===== src/rtl/rf_psum_pingpong_drain.sv =====
// ---------------------------------------------------------------------------
// rf_psum_pingpong_drain
//   Ping-pong partial-sum register file for one PE. The compute side reads,
//   writes or accumulates psums in the compute bank, while an internal FSM
//   streams the other bank to the global buffer over a valid/ready link.
//   Entries carry a valid bit that is cleared on swap, so a freshly handed-
//   over bank reads as all zeros without spending any clear cycles.
//
// Ports
//   clk, reset      rising-edge clock, synchronous active-high reset
//   i_swap_req      request a bank role swap (held until o_swap_ack)
//   o_swap_ack      swap accepted this cycle (combinational pulse)
//   o_comp_bank     bank currently owned by the compute side
//   i_rd_addr       compute read address
//   o_rd_data       registered read data, 1-cycle latency, write-first
//   i_wr_en         compute write strobe
//   i_wr_addr       compute write address
//   i_wr_data       compute write data
//   i_acc_en        1: accumulate into stored value, 0: overwrite
//   o_drain_valid   drain word available
//   i_drain_ready   global buffer accepts the drain word
//   o_drain_addr    entry index of o_drain_data
//   o_drain_data    drained word (0 for entries never written)
//   o_drain_done    pulse the cycle after the last drain word is accepted
// ---------------------------------------------------------------------------
module rf_psum_pingpong_drain #(
    parameter int DATA_BITWIDTH = 16,
    parameter int ADDR_BITWIDTH = 3,
    parameter int DEPTH         = 8
) (
    input  logic                     clk,
    input  logic                     reset,
    input  logic                     i_swap_req,
    output logic                     o_swap_ack,
    output logic                     o_comp_bank,
    input  logic [ADDR_BITWIDTH-1:0] i_rd_addr,
    output logic [DATA_BITWIDTH-1:0] o_rd_data,
    input  logic                     i_wr_en,
    input  logic [ADDR_BITWIDTH-1:0] i_wr_addr,
    input  logic [DATA_BITWIDTH-1:0] i_wr_data,
    input  logic                     i_acc_en,
    output logic                     o_drain_valid,
    input  logic                     i_drain_ready,
    output logic [ADDR_BITWIDTH-1:0] o_drain_addr,
    output logic [DATA_BITWIDTH-1:0] o_drain_data,
    output logic                     o_drain_done
);

    localparam int DW = DATA_BITWIDTH;
    localparam int AW = ADDR_BITWIDTH;
    localparam logic [AW:0]   DEPTH_EXT = (AW+1)'(DEPTH);
    localparam logic [AW-1:0] LAST_ADDR = AW'(DEPTH - 1);

    typedef enum logic {
        S_IDLE,
        S_DRAIN
    } state_t;

    state_t          r_state;
    state_t          w_state_next;

    logic [DW-1:0]    r_mem [2][DEPTH];
    logic [DEPTH-1:0] r_valid [2];
    logic             r_comp_bank;
    logic [AW-1:0]    r_drain_addr;
    logic             r_drain_done;
    logic [DW-1:0]    r_rd_data;

    logic             w_drain_bank;
    logic             w_wr_hit;
    logic             w_rd_in_range;
    logic [DW-1:0]    w_wr_old;
    logic [DW-1:0]    w_wr_value;
    logic [DW-1:0]    w_rd_eff;
    logic [DW-1:0]    w_drain_eff;
    logic             w_swap_ack;
    logic             w_handshake;
    logic             w_last;

    assign w_drain_bank  = ~r_comp_bank;
    // Out-of-range addresses are compared with one extra bit so the test
    // stays meaningful when DEPTH is smaller than 2**AW.
    assign w_wr_hit      = i_wr_en && ({1'b0, i_wr_addr} < DEPTH_EXT);
    assign w_rd_in_range = ({1'b0, i_rd_addr} < DEPTH_EXT);

    // Effective values: an entry whose valid bit is clear reads as zero.
    assign w_wr_old    = r_valid[r_comp_bank][i_wr_addr] ? r_mem[r_comp_bank][i_wr_addr] : '0;
    assign w_wr_value  = i_acc_en ? (w_wr_old + i_wr_data) : i_wr_data;
    assign w_rd_eff    = r_valid[r_comp_bank][i_rd_addr] ? r_mem[r_comp_bank][i_rd_addr] : '0;
    assign w_drain_eff = r_valid[w_drain_bank][r_drain_addr] ? r_mem[w_drain_bank][r_drain_addr] : '0;

    // A swap is only taken while no drain is in flight; reset masks it so
    // the acknowledge never fires during the reset cycle itself.
    assign w_swap_ack  = i_swap_req && (r_state == S_IDLE) && !reset;
    assign w_handshake = (r_state == S_DRAIN) && i_drain_ready;
    assign w_last      = w_handshake && (r_drain_addr == LAST_ADDR);

    // Drain FSM next-state logic.
    always_comb begin
        w_state_next = r_state;
        case (r_state)
            S_IDLE:  if (w_swap_ack) w_state_next = S_DRAIN;
            S_DRAIN: if (w_last)     w_state_next = S_IDLE;
            default: w_state_next = S_IDLE;
        endcase
    end

    // Drain FSM state register.
    always_ff @(posedge clk) begin
        if (reset) r_state <= S_IDLE;
        else       r_state <= w_state_next;
    end

    // Bank ownership, drain pointer and completion pulse.
    always_ff @(posedge clk) begin
        if (reset) begin
            r_comp_bank  <= 1'b0;
            r_drain_addr <= '0;
            r_drain_done <= 1'b0;
        end else begin
            r_drain_done <= w_last;
            if (w_swap_ack) begin
                r_comp_bank  <= ~r_comp_bank;
                r_drain_addr <= '0;
            end else if (w_handshake) begin
                r_drain_addr <= w_last ? '0 : (r_drain_addr + AW'(1));
            end
        end
    end

    // Valid bits: the bank handed to compute on swap is wiped, and a write
    // in the swap cycle still marks the outgoing bank so it gets drained.
    always_ff @(posedge clk) begin
        if (reset) begin
            r_valid[0] <= '0;
            r_valid[1] <= '0;
        end else begin
            if (w_swap_ack) r_valid[w_drain_bank] <= '0;
            if (w_wr_hit)   r_valid[r_comp_bank][i_wr_addr] <= 1'b1;
        end
    end

    // Storage array, intentionally not reset.
    always_ff @(posedge clk) begin
        if (w_wr_hit) r_mem[r_comp_bank][i_wr_addr] <= w_wr_value;
    end

    // Registered compute read with write-first forwarding.
    always_ff @(posedge clk) begin
        if (reset) begin
            r_rd_data <= '0;
        end else if (!w_rd_in_range) begin
            r_rd_data <= '0;
        end else if (w_wr_hit && (i_wr_addr == i_rd_addr)) begin
            r_rd_data <= w_wr_value;
        end else begin
            r_rd_data <= w_rd_eff;
        end
    end

    assign o_swap_ack    = w_swap_ack;
    assign o_comp_bank   = r_comp_bank;
    assign o_rd_data     = r_rd_data;
    assign o_drain_valid = (r_state == S_DRAIN);
    assign o_drain_addr  = r_drain_addr;
    assign o_drain_data  = w_drain_eff;
    assign o_drain_done  = r_drain_done;

endmodule

===== config.mk =====
export PLATFORM = sky130hd
export DESIGN_NAME = rf_psum_pingpong_drain
export DESIGN_NICKNAME = d
export VERILOG_FILES = /design/src/rtl/rf_psum_pingpong_drain.sv
export SDC_FILE = /design/constraint.sdc
export NUM_CORES = 1
export LEC_CHECK = 0
export CAP_MARGIN = 25
export CORE_MARGIN = 4
export CORE_UTILIZATION = 32
export DETAILED_ROUTE_END_ITERATION = 8
export PLACE_DENSITY = 0.45
export SETUP_SLACK_MARGIN = 0.2
export SYNTH_ARGS = -nofsm -noshare
export SYNTH_HDL_FRONTEND = slang
export SYNTH_SLANG_ARGS = --single-unit
export TNS_END_PERCENT = 1

===== constraint.sdc =====
create_clock -name clk -period 10.23 [get_ports clk]
set_clock_uncertainty 0.15 [all_clocks]
set_input_delay 3.069 -clock clk [delete_from_list [all_inputs] [get_ports clk]]
set_output_delay 3.069 -clock clk [all_outputs]
set_load 0.01 [all_outputs]

==> summary.md <==
| Metric | Value |
|---|---|
| Fill count | `~4800` |
| Starting Density | `approximately a third` |
| Ys flop type | `edfxtp_1` |
| Crit-path max FO | `22` |
| Layout cell share with drive strength beyond 1 | `between 20% and 30%` |
| Die Y-Extent | `approximately 240 µm` |
| # IOs | `67` |
| Net count after synthesis | `about 1100` |
| Cell Rows | `between 80 and 90` |
| Most frequent cells in the layout | `256 x edfxtp_1, 147 x mux2i_1, 139 x mux4_2` |
| Via density | `around 6` |
| CORE AREA | `between 50000 and 60000 µm²` |
| CTS tree | `built` |
| Max clock buf depth | `3` |
| Max VDD drop | `about 0.086 mV` |
| Final Cell Area | `approximately 19000 µm²` |
| Tmin final | `between 7000 and 8000 ps` |
| CTS Hold Buffers Added | `0` |
| Synth area leaders | `edfxtp_1 46%, mux4_2 19%, mux2i_1 8.9%` |
| Setup repair after global routing missed its margin | `false` |
| Pre-antenna DRT Iters | `5` |
| Register Area | `8480 µm²` |
| N_diodes | `0` |
| Clock-pin slew on the worst setup and hold paths | `60 ps` |
| Clock sink total | `295` |
| Final net count | `about 1200` |
| Die width | `roughly 240 µm` |
| First-pass GRT wire length | `about 82 mm` |
| Largest area contributor in the netlist | `edfxtp_1` |
| Post-synth top area share | `a little under half` |
| Post-synth cell types | `52` |
| CP max stage delay | `roughly 490 ps` |
| Register area share after synthesis | `between 50% and 60%` |
| Antenna-violating nets left | `0` |
| Final setup vio count | `0` |
| Post-CTS resize count | `0` |
| Setup TNS | `0 ps` |
| Vias in the first global route | `10800` |
| Mapped Avg Cell Area | `15.9 µm²` |
| Slowest stage cell, crit path | `clkdlybuf4s50_1` |
| Cell count after synthesis | `~1000` |
| Pwr Density | `roughly 160 nW/µm²` |
| Crit path DAT | `4500 ps` |
| R2R Setup Slk | `5010 ps` |
| Max-slew headroom | `between 20% and 30%` |
| Fmax | `129 MHz` |
| Overall power | `3.01 mW` |
| Measured slew at the worst slew-check pin | `approximately 1100 ps` |
| All-Layer GR Usage | `approximately 20%` |
| Critical path class | `in -> out` |
| Seq cells post-synth | `approximately 300` |
| WL per Instance | `31.6 µm` |
| Grt total ovfl | `0` |
| CTS Root Cell | `clkbuf_16` |
| H-tree Lvls | `2` |
| Multi-input gate area | `roughly 7600 µm²` |
| Iteration-0 DRC Markers | `about 1100` |
| Top cell by count, worst path | `clkdlybuf4s50_1` |
| Fin crit share | `approximately 75%` |
| Final Hold Viols | `0` |
| Max_cap viols | `0` |
| Worst setup EP type | `output pin` |
| Ys async rst share | `0%` |
| Most common cell after layout, fill and taps aside | `edfxtp_1` |
| Vias after detailed routing | `approximately 11000` |
| CP required | `roughly 7000 ps` |
| # DRC | `0` |
| Port bufs | `66` |
| GP Congestion | `roughly 0.9` |
| Crit path launch type | `primary input` |
| Clk_lat worst skew | `550 ps` |
| # Post-CTS Setup Buffers | `0` |
| Initial antenna violation count | `0` |
| Area delta synth->final | `15.8%` |
| Largest net degree at the start of global routing | `120` |
| Pins Over Slew Limit | `0` |
| Worst hold path type | `reg -> reg` |
| Die area | `about 55000 µm²` |
| CTS buffer count | `36` |
| Mapped Area | `16500 µm²` |
| Leakage | `about 6.1 nW` |
| Number of synthesized flops with an enable pin | `about 260` |
| HPWL Detailed | `approximately 37 mm` |
| Yosys warning count | `0` |
| Routed WL | `57.5 mm` |
| Area after DPL | `roughly 18000 µm²` |
| Status | `completed` |
| CP cell instances | `clkdlybuf4s50_1, buf_4, nor2_1, clkdlybuf4s50_1` |
layout make-up:
type | instances | share of cell area (%)
flip-flops and latches | 295 | 44.3
multi-input cells | 655 | 39.8
repair buffers | 115 | 5.49
clock buffers | 46 | 5.06
well taps | 680 | 4.44
clock inverters | 20 | 0.790
inverters | 9 | 0.176
final timing paths:
check                start             to  depth (start not counted)
max                  reset     o_swap_ack                          4
min          r_valid[0][1]  r_valid[0][1]                          1
max reg2reg      flip-flop  r_mem[1][127]                         16
min reg2reg  r_valid[0][1]  r_valid[0][1]                          1
critical path, delay by kind of cell:
family | cells | cell delay [ps]
simple gates | 1 | 90
buf+inv | 3 | 1330
state kept, by name, summed over array words and instances (netlist names), named ones only:
| register | cells |
|---|---|
| o_comp_bank | 1 |
| o_drain_valid | 1 |
| o_drain_addr | 3 |
| o_rd_data | 16 |
| r_mem | 256 |
| o_drain_done | 1 |
| r_valid | 16 |
routing by layer:
| metal | up-vias | wire, µm | track usage (%) |
|---|---|---|---|
| met5 | - | 0 | 0 |
| met4 | 0 | 1200 | 4.45 |
| met2 | 428 | 27700 | 33.3 |
| met3 | 68 | 3040 | 3.49 |
| met1 | 5785 | 25600 | 28.5 |
| li1 | 4511 | - | - |
cells in the mapped netlist, drive strengths merged, types with 2 or more instances:
cell type and instances:
edfxtp 256, mux4 166, mux2i 147, o22ai 69, nor2 59, buf 58
dfxtp 39, clkbuf 22, o21a 19, nand2 18, ha 17, nor4 17
a21oi 16, nor2b 14, o21ai 12, mux2 11, xnor2 10, a22oi 9
inv 9, a211oi 6, and2b 6, xor2 6, nor3 5, a31o 4
and3 4, nand2b 4, nand3 4, nand3b 4, nor3b 3, o21bai 3
o2bb2ai 3, or3b 3, a2111oi 2, a221o 2, a32oi 2, o211ai 2
power by group:
part	switching (mW)	internal (mW)	leakage, nW
registers	0.0206	1.34	2.63
logic	0.233	0.181	2.89
clock network	0.509	0.722	0.552
total	0.763	2.25	6.07
cell families after synthesis:
family          count (synthesis)  share of synthesized area (%)
simple gates                  144                           4.39
buf+inv                        89                           3.23
compound gates                153                           6.12
xor+xnor                       16                          0.847
fa+ha+maj                      18                           1.41
flops                         295                           51.2
mux                           324                           32.8
metrics by stage:
stage          hold slack, ps  worst slack [ps]  util (%)  cells
2_1_floorplan             320              3080         -   1039
3_3_place_gp              337              1280      35.1   1752
3_5_place_dp              355              1310      35.1   1753
4_1_cts                   375              1850      37.3   1819
5_1_grt                   398              2100      37.3   1820
6_report                  371              2510      37.3   1820
(Power assumes the default switching activity.)
